--- src/rtl/pio_wr_replay.sv ---
// -----------------------------------------------------------------------------
// pio_wr_replay
//
// Purpose:
//   Replays the registered write mirror of a PIO write-only table into a remote
//   shadow copy. After reset the whole shadow table is first swept to INIT_VAL.
//   Mirrored writes are then replayed from a small FIFO, in arrival order.
//   Writes that arrive during the sweep are queued behind it, so they still
//   land after the INIT_VAL entries.
//
// Optional feature:
//   PIO_WR_REPLAY_PARITY_EN - adds o_sh_wr_par, the even parity (XOR
//   reduction) of o_sh_wr_data. It is registered with the data.
//
// Ports:
//   i_clk          clock
//   i_rst_n        synchronous active-low reset
//   i_wr_active    one-cycle pulse: mirrored write occurred
//   i_wr_addr      mirrored write address
//   i_wr_data      mirrored write data
//   o_sh_wr_valid  shadow write request
//   i_sh_wr_ready  shadow accepts the request
//   o_sh_wr_addr   shadow write address
//   o_sh_wr_data   shadow write data
//   o_init_busy    init sweep in progress
//   o_ovf_sticky   at least one mirrored write was dropped
//   i_ovf_clr      clears o_ovf_sticky (a drop in the same cycle wins)
//   o_fifo_level   FIFO occupancy, excluding the output register
//   o_dbg_state    FSM state: 0 = INIT sweep, 1 = RUN replay
//
// Handshake:
//   A shadow write transfers on every cycle where o_sh_wr_valid and
//   i_sh_wr_ready are both 1. While valid=1 and ready=0, the address and data
//   hold stable. Valid only drops after a transfer.
// -----------------------------------------------------------------------------
module pio_wr_replay #(
   parameter int                WIDTH       = 20,
   parameter int                DEPTH_NBITS = 1,
   parameter int                FIFO_NBITS  = 3,
   parameter logic [WIDTH-1:0]  INIT_VAL    = '0
) (
   input  logic                   i_clk,
   input  logic                   i_rst_n,
   input  logic                   i_wr_active,
   input  logic [DEPTH_NBITS-1:0] i_wr_addr,
   input  logic [WIDTH-1:0]       i_wr_data,
   output logic                   o_sh_wr_valid,
   input  logic                   i_sh_wr_ready,
   output logic [DEPTH_NBITS-1:0] o_sh_wr_addr,
   output logic [WIDTH-1:0]       o_sh_wr_data,
`ifdef PIO_WR_REPLAY_PARITY_EN
   output logic                   o_sh_wr_par,
`endif
   output logic                   o_init_busy,
   output logic                   o_ovf_sticky,
   input  logic                   i_ovf_clr,
   output logic [FIFO_NBITS:0]    o_fifo_level,
   output logic                   o_dbg_state
);

   typedef enum logic {ST_INIT = 1'b0, ST_RUN = 1'b1} state_t;

   localparam logic [DEPTH_NBITS-1:0] LAST_ADDR = {DEPTH_NBITS{1'b1}};
   localparam logic [FIFO_NBITS:0]    LEVEL_MAX = {1'b1, {FIFO_NBITS{1'b0}}};

   state_t                      r_state, w_state_nxt;
   logic [DEPTH_NBITS-1:0]      r_sweep, w_sweep_nxt;
   logic                        r_valid, w_valid_nxt;
   logic [DEPTH_NBITS-1:0]      r_addr, w_addr_nxt;
   logic [WIDTH-1:0]            r_data, w_data_nxt;
   logic                        r_init_busy;
   logic                        r_ovf;

   logic [DEPTH_NBITS+WIDTH-1:0] r_mem [2**FIFO_NBITS];
   logic [FIFO_NBITS-1:0]        r_wptr, r_rptr;
   logic [FIFO_NBITS:0]          r_level;

   logic                         w_xfer, w_out_free, w_pop, w_full, w_push, w_drop;
   logic [DEPTH_NBITS+WIDTH-1:0] w_head;

   assign w_xfer     = r_valid & i_sh_wr_ready;
   assign w_out_free = ~r_valid | w_xfer;
   // The FIFO only feeds the output register once the sweep is done.
   assign w_pop      = (r_state == ST_RUN) & w_out_free & (r_level != '0);
   // A pop in the same cycle frees a slot, so a push at full level is still taken.
   assign w_full     = (r_level == LEVEL_MAX) & ~w_pop;
   assign w_push     = i_wr_active & ~w_full;
   assign w_drop     = i_wr_active & w_full;
   assign w_head     = r_mem[r_rptr];

   // Next-state and output-register load.
   always_comb begin
      w_state_nxt = r_state;
      w_sweep_nxt = r_sweep;
      w_valid_nxt = r_valid;
      w_addr_nxt  = r_addr;
      w_data_nxt  = r_data;
      if (r_state == ST_INIT) begin
         if (!r_valid) begin
            // The first cycle out of reset: present sweep entry 0.
            w_valid_nxt = 1'b1;
            w_addr_nxt  = r_sweep;
            w_data_nxt  = INIT_VAL;
         end else if (w_xfer) begin
            w_sweep_nxt = r_sweep + 1'b1;
            if (r_sweep == LAST_ADDR) begin
               w_state_nxt = ST_RUN;
               w_valid_nxt = 1'b0;
            end else begin
               w_addr_nxt = r_sweep + 1'b1;
               w_data_nxt = INIT_VAL;
            end
         end
      end else begin
         if (w_pop) begin
            w_valid_nxt = 1'b1;
            w_addr_nxt  = w_head[WIDTH +: DEPTH_NBITS];
            w_data_nxt  = w_head[WIDTH-1:0];
         end else if (w_xfer) begin
            w_valid_nxt = 1'b0;
         end
      end
   end

   always_ff @(posedge i_clk) begin
      if (!i_rst_n) begin
         r_state     <= ST_INIT;
         r_sweep     <= '0;
         r_valid     <= 1'b0;
         r_addr      <= '0;
         r_data      <= '0;
         r_init_busy <= 1'b1;
         r_ovf       <= 1'b0;
         r_wptr      <= '0;
         r_rptr      <= '0;
         r_level     <= '0;
      end else begin
         r_state     <= w_state_nxt;
         r_sweep     <= w_sweep_nxt;
         r_valid     <= w_valid_nxt;
         r_addr      <= w_addr_nxt;
         r_data      <= w_data_nxt;
         r_init_busy <= (w_state_nxt == ST_INIT);
         if (w_drop)
            r_ovf <= 1'b1;
         else if (i_ovf_clr)
            r_ovf <= 1'b0;
         if (w_push)
            r_wptr <= r_wptr + 1'b1;
         if (w_pop)
            r_rptr <= r_rptr + 1'b1;
         if (w_push && !w_pop)
            r_level <= r_level + 1'b1;
         else if (w_pop && !w_push)
            r_level <= r_level - 1'b1;
      end
   end

   // Storage needs no reset: the pointers and the level define what is valid.
   always_ff @(posedge i_clk) begin
      if (w_push)
         r_mem[r_wptr] <= {i_wr_addr, i_wr_data};
   end

`ifdef PIO_WR_REPLAY_PARITY_EN
   logic r_par;
   // The data only changes on a load, so the parity follows it and holds under a stall.
   always_ff @(posedge i_clk) begin
      if (!i_rst_n)
         r_par <= 1'b0;
      else
         r_par <= ^w_data_nxt;
   end
   assign o_sh_wr_par = r_par;
`endif

   assign o_sh_wr_valid = r_valid;
   assign o_sh_wr_addr  = r_addr;
   assign o_sh_wr_data  = r_data;
   assign o_init_busy   = r_init_busy;
   assign o_ovf_sticky  = r_ovf;
   assign o_fifo_level  = r_level;
   assign o_dbg_state   = (r_state == ST_RUN);

endmodule

--- config.mk ---
export PLATFORM = sky130hd
export DESIGN_NAME = pio_wr_replay
export DESIGN_NICKNAME = d
export VERILOG_FILES = /design/src/rtl/pio_wr_replay.sv
export SDC_FILE = /design/constraint.sdc
export NUM_CORES = 1
export LEC_CHECK = 0
export BUFFER_PORTS_ARGS = -buffer_cell sky130_fd_sc_hd__buf_2
export CELL_PAD_IN_SITES_DETAIL_PLACEMENT = 1
export CELL_PAD_IN_SITES_GLOBAL_PLACEMENT = 1
export CORE_MARGIN = 4
export CORE_UTILIZATION = 49
export DETAILED_ROUTE_END_ITERATION = 8
export PLACE_DENSITY = 0.83
export SYNTH_ARGS = -nofsm -noshare
export SYNTH_HDL_FRONTEND = slang
export SYNTH_SLANG_ARGS = --single-unit
--- constraint.sdc ---
create_clock -name i_clk -period 4.63 [get_ports i_clk]
set_input_delay 0.6945 -clock i_clk [delete_from_list [all_inputs] [get_ports i_clk]]
set_output_delay 0.6945 -clock i_clk [all_outputs]
set_load 0.05 [all_outputs]
==> qor.txt, run 1 <==
area of the multi-input gates: 1860 µm²
FP Rows: 45
core area: 15400 µm²
period utilisation layout: 0.674
final non-filler cell total: 694
combinational share of power: 0.101
FF+latch area: 5830 µm²
post-route ant nets: 0
Setup-failing EPs final: 0
RSZ-0062 raised after global routing: false
type of the worst setup path: reg -> reg
CTS clk-pin slew, worst paths: 0.06 ns
grt ovf: 0
first-pass GRT wire length: 26100 µm
TritonCTS buffer count: 21
Sw Pwr: 0.000993 W
post-CTS resize count: 0
clk_lat worst skew: 0.49 ns
Startpoint Class: register
clk sinks: 207
HP Start: i_wr_data[7]
Final Instance Area: 9000 µm²
MaxCap Viol Count: 0
fmax: 321 MHz
Hold EP: r_mem[0][7]$_DFFE_PP_
antenna violations before repair: 1
Antenna diodes: 0
Via density: 5.79
setup TNS: 0 ns
Arrival @ worst endpoint: 3.54 ns
Crit Reg-Reg Startpoint: o_fifo_level[0]$_SDFFE_PN0P_
final WL: 16600 µm
worst min-delay path class: in -> reg
Fill cells: 1350
Die Span Y: 134 µm
Inst Count DP: 659
delay-heaviest family, CP: simple AND/OR/NAND/NOR gates
clock share of power: 0.387
CTS tree: yes
routability cong.: 0.843
syn nets: 435
Synth Instances: 403
drc violations: 0
synthesized area: 7790 µm²
CP Capture Type: register
CP Max Fanout: 7
H-tree Lvls: 1
Sw Share: 0.234
Yosys warnings: 0
largest net degree at the start of global routing: 43
mean post-synth cell area: 19.3 µm²
GR Util All Layers: 0.192
actual slew at the worst max-slew pin: 1.15 ns
part of the power in registers: 0.512
Peak VDD IR: 0.304 mV
Max Clock Skew: 0.0113 ns
reg2reg end: o_fifo_level[3]$_SDFFE_PN0P_
status: finished, final reports clean
drt initial violations: 323
Pins Over Slew Limit: 0
Avg WL per Cell: 23.9 µm
pwr dens: 472 nW/µm²
Final min period: 3.12 ns
worst slack, placed: 1.51 ns
Netlist cell types: 34
IO Port Bufs: 54
Initial DRT Pass Iterations: 5
Seq/Total Area, Yosys: 0.747
nets@finish: 503
Rel. slew slack: 0.233
area grow syn2layout: 15.5%
endpoints failing hold: 0
Internal: 0.00326 W
reg2reg path depth: 11
initial core utilization: 0.507
hold path cells: 1
area of placed instances: 8330 µm²
CP cell instances: nor4b_1 > o21ai_0 > nand2_1 > inv_1 > ha_1 > inv_1 > ha_1 > a21oi_1 > a211oi_1 > a31oi_1 > mux2i_1
most frequent cells in the layout: edfxtp_1, buf_2, mux4_2
Hold Buf Count CTS: 0
post-DP HPWL: 9800 µm
deepest clock path buffer count: 3
Buf+Inv Stages, Crit Path: 2
Yosys reg bits: 207
die area: 18000 µm²
Chip Width: 134 µm
Post-CTS Setup Bufs: 0
I/O Pins: 55
PnR worst setup slack: 1.51 ns
Slowest cell on crit path: nor4b_1
Leak: 3.07 nW
Crit path largest cell delay: 0.51 ns
via count: 4019
Clk Tree Root Cell: clkbuf_16
most common cell after layout, fill and taps aside: edfxtp_1
share of layout cells above drive strength 1: 0.313
Worst EP required: 5.05 ns
flop-to-flop setup slack: 1.51 ns
vias in the first global route: 4362
[synthesized netlist by cell type]
cell / instances / area [µm²]
edfxtp_1: 168 / 5040
a21oi_1: 8 / 40.0
mux4_2: 42 / 946
nor2_1: 14 / 52.6
xor2_1: 3 / 26.3
nand3_1: 5 / 25.0
a221o_1: 20 / 200
nor4b_1: 1 / 8.76
xnor2_1: 2 / 17.5
inv_2: 1 / 3.75
fa_1: 1 / 20.0
buf_2: 6 / 30.0
nor3_1: 4 / 20.0
buf_6: 5 / 56.3
dfxtp_1: 39 / 781
and3_1: 2 / 12.5
nand4_1: 1 / 6.26
o31ai_1: 1 / 7.51
o21ai_0: 6 / 30.0
inv_1: 7 / 26.3
nor4_1: 2 / 12.5
or4_1: 1 / 7.51
ha_1: 5 / 62.6
clkbuf_1: 9 / 33.8
nand2_1: 8 / 30.0
nand2b_1: 5 / 31.3
nand4_2: 1 / 12.5
mux2i_1: 4 / 40.0
a31oi_1: 1 / 6.26
a211oi_1: 3 / 22.5
or3_1: 1 / 6.26
nor2b_1: 25 / 156
a21boi_0: 1 / 7.51
or4_4: 1 / 11.3
[per-stage QoR]
stage                     total power (W)  hold WS, ns   util
after global placement            0.00261        0.470  0.542
after CTS                         0.00429        0.458  0.586
after detailed placement          0.00265        0.475  0.542
final                             0.00425        0.475  0.586
after global routing              0.00442        0.466  0.586
after floorplan                   0.00250        0.485      -
[power by group through the flow]
stage          Combinational (W)  Clock [W]  Sequential, W
6_report                0.000431    0.00164        0.00218
5_1_grt                 0.000470    0.00177        0.00219
4_1_cts                 0.000436    0.00168        0.00217
3_5_place_dp            0.000433          0        0.00221
3_3_place_gp            0.000405          0        0.00220
2_1_floorplan           0.000230          0        0.00227
[registers in the layout (all words and copies together) (netlist names), 3 cells and up, named ones only]
name          count
r_wptr            3
o_fifo_level      4
r_mem           168
r_rptr            3
o_sh_wr_data     20
[cell families (layout without fill, tap and decap cells)]
family,Yosys count,in the layout,synth area share
AO/OA/AOI/OAI,40,40,0.0403
XOR/XNOR,5,5,0.00562
adder cells (fa/ha/maj),6,6,0.0106
buffers and inverters,28,108,0.0193
flip-flops,207,207,0.747
multiplexers,46,46,0.126
AND/OR/NAND/NOR,71,71,0.0504
[how the worst max path moves through the flow]
| stage | start | end | slack [ns] | cells past startpoint |
|---|---|---|---|---|
| floorplan | o_dbg_state$_SDFF_PN0_ | r_mem[0][0]$_DFFE_PP_ | 0.70 | 5 |
| global placement | i_sh_wr_ready | o_fifo_level[3]$_SDFFE_PN0P_ | 1.78 | 12 |
| detailed placement | i_sh_wr_ready | o_fifo_level[3]$_SDFFE_PN0P_ | 1.51 | 12 |
| CTS | o_fifo_level[0]$_SDFFE_PN0P_ | o_fifo_level[3]$_SDFFE_PN0P_ | 1.52 | 11 |
| global route | o_fifo_level[0]$_SDFFE_PN0P_ | o_fifo_level[3]$_SDFFE_PN0P_ | 1.29 | 11 |
| finish | o_fifo_level[0]$_SDFFE_PN0P_ | o_fifo_level[3]$_SDFFE_PN0P_ | 1.51 | 11 |
[per-layer routing]
| layer | share of wire | track usage |
|---|---|---|
| met5 | 0.00042 | 0 |
| met4 | 0.024 | 0.0605 |
| met3 | 0.058 | 0.0296 |
| met2 | 0.52 | 0.331 |
| met1 | 0.40 | 0.254 |
[layout make-up]
cell class                 count  share of cell area
inverter                       8             0.00334
clock inverter                 9              0.0106
multi-input combinational    168               0.206
clock buffer                  26              0.0638
timing repair buffer          65              0.0392
sequential                   207               0.647
tap                          211              0.0293
Note: power is estimated with default switching activity, not from simulation.
==> inputs of run 2 (changes only) <==
- CORE_UTILIZATION: 49 -> 47
- clock period: 4.63 -> 2.6 ns (I/O delays scaled with it)
==> run 2 against run 1 <==
Net effect:
- combinational power is 95% higher
- critical endpoint unchanged
- maximum frequency is 28% higher
- setup slack worse by 1.3 ns
- clock skew is 0.0060 ns higher
- critical path type unchanged
- hold slack worse by 0.31 ns
- largest cell class unchanged
- count of clock-buffer cells in the layout is 7 higher
- clock power is 96% higher
- total power is 87% higher
- highest routed layer is now met4
- sequential share of layout area is 2.0 points lower
- global-route usage is 0.12 points higher
==> qor.txt, run 2 (synthesis results as in run 1) <==
MaxCap Viol Count: 0
core area: 16100 µm²
via count: 4070
H-tree Lvls: 1
Fill cells: 1401
CP Capture Type: register
deepest clock path buffer count: 3
CTS tree: yes
GR Util All Layers: 0.193
share of layout cells above drive strength 1: 0.347
CP startpoint: o_fifo_level[0]$_SDFFE_PN0P_
area of placed instances: 8510 µm²
post-DP HPWL: 10500 µm
clk sinks: 207
Final min period: 2.43 ns
Pins Over Slew Limit: 0
Post-CTS Setup Bufs: 0
FP Rows: 46
Antenna diodes: 0
fmax: 411 MHz
routability cong.: 0.756
Peak VDD IR: 0.412 mV
Rel. slew slack: 0.586
most common cell after layout, fill and taps aside: edfxtp_1
status: finished, final reports clean
Finished Core Util: 0.579
reg2reg end: o_fifo_level[3]$_SDFFE_PN0P_
CTS clk-pin slew, worst paths: 0.06 ns
largest net degree at the start of global routing: 25
drc violations: 0
final WL: 17400 µm
Initial DRT Pass Iterations: 4
pwr dens: 854 nW/µm²
most frequent cells in the layout: edfxtp_1, buf_2, mux4_2
Max Clock Skew: 0.0173 ns
Arrival @ worst endpoint: 2.83 ns
setup TNS: 0 ns
type of the worst setup path: reg -> reg
vias in the first global route: 4489
Via density: 5.70
Final Instance Area: 9300 µm²
Die Span Y: 137 µm
IO Port Bufs: 54
area grow syn2layout: 19.3%
die area: 18700 µm²
Clk Tree Root Cell: clkbuf_16
initial core utilization: 0.485
largest register by flop count: r_mem
Startpoint Class: register
Largest register FFs: 168
reg2reg path depth: 9
antenna violations before repair: 0
worst min-delay path class: in -> reg
Setup-failing EPs final: 0
actual slew at the worst max-slew pin: 0.615 ns
drt initial violations: 375
total power: 0.00794 W
Avg WL per Cell: 24.4 µm
I/O Pins: 55
Worst EP required: 3.00 ns
endpoints failing hold: 0
worst setup path end: o_fifo_level[3]$_SDFFE_PN0P_
TritonCTS buffer count: 22
hold_ws: 0.162 ns
period utilisation layout: 0.935
flop-to-flop setup slack: 0.17 ns
nets@finish: 515
HP Start: i_wr_data[7]
CP Max Fanout: 7
clk_lat worst skew: 0.50 ns
first-pass GRT wire length: 26900 µm
post-route ant nets: 0
Chip Width: 137 µm
Crit Reg-Reg Startpoint: o_fifo_level[0]$_SDFFE_PN0P_
Leak: 3.18 nW
grt ovf: 0
-- run 2: changes by cell type in the layout (fill, tap and decap cells not counted), sizes merged --
cell,before,now
clkbuf,26,33
buf,65,76
clkinv,7,4
-- run 2: cell type report --
class	instances	area [µm²]	share of cell area
clock inverter	6	88.8	0.00955
multi-input combinational	168	1920	0.206
inverter	8	30.0	0.00323
sequential	207	5830	0.627
tap	216	270	0.0291
clock buffer	33	673	0.0724
timing repair buffer	76	485	0.0522
-- run 2: worst min-delay path by stage --
stage	end	slack [ns]	depth (start not counted)
2_1_floorplan	register	0.48	2
3_3_place_gp	o_sh_wr_data[17]$_SDFFE_PN0P_	0.47	1
3_5_place_dp	o_sh_wr_data[0]$_SDFFE_PN0P_	0.48	1
4_1_cts	r_mem[1][7]$_DFFE_PP_	0.15	1
5_1_grt	r_mem[1][13]$_DFFE_PP_	0.16	1
6_report	r_mem[4][7]$_DFFE_PP_	0.16	1
-- run 2: worst max-delay path, cell delays in order, from the launching register on --
cell	delay, ns
dfxtp_2	0.37
or4_4	0.58
nand3_1	0.13
ha_1	0.19
inv_1	0.12
ha_4	0.25
a21oi_2	0.16
a211oi_1	0.10
a31oi_1	0.21
mux2i_1	0.24
-- run 2: through the flow --
stage,std cells,setup WS [ns]
2_1_floorplan,403,0.0236
4_1_cts,714,0.0200
5_1_grt,714,-0.0492
3_3_place_gp,675,0.210
3_5_place_dp,675,0.0266
6_report,714,0.169
-- run 2: repair_timing --
| action | CTS | global route |
|---|---|---|
| endpoints found under the setup margin | 1 | 1 |
| resized for setup | 1 | 3 |
| hold buffers | 0 | 0 |
-- run 2: report_power, final --
part,switching [W],internal (W)
Sequential,0.000120,0.00377
Clock,0.00122,0.00199
Combinational,0.000511,0.000329
-- run 2: routing by layer --
metal	vias to the layer above	routed length, µm	track usage
met5	-	0	0
met4	0	301	0.0493
met3	31	1120	0.0335
met2	129	9100	0.336
met1	2115	6890	0.255
li1	1795	-	-
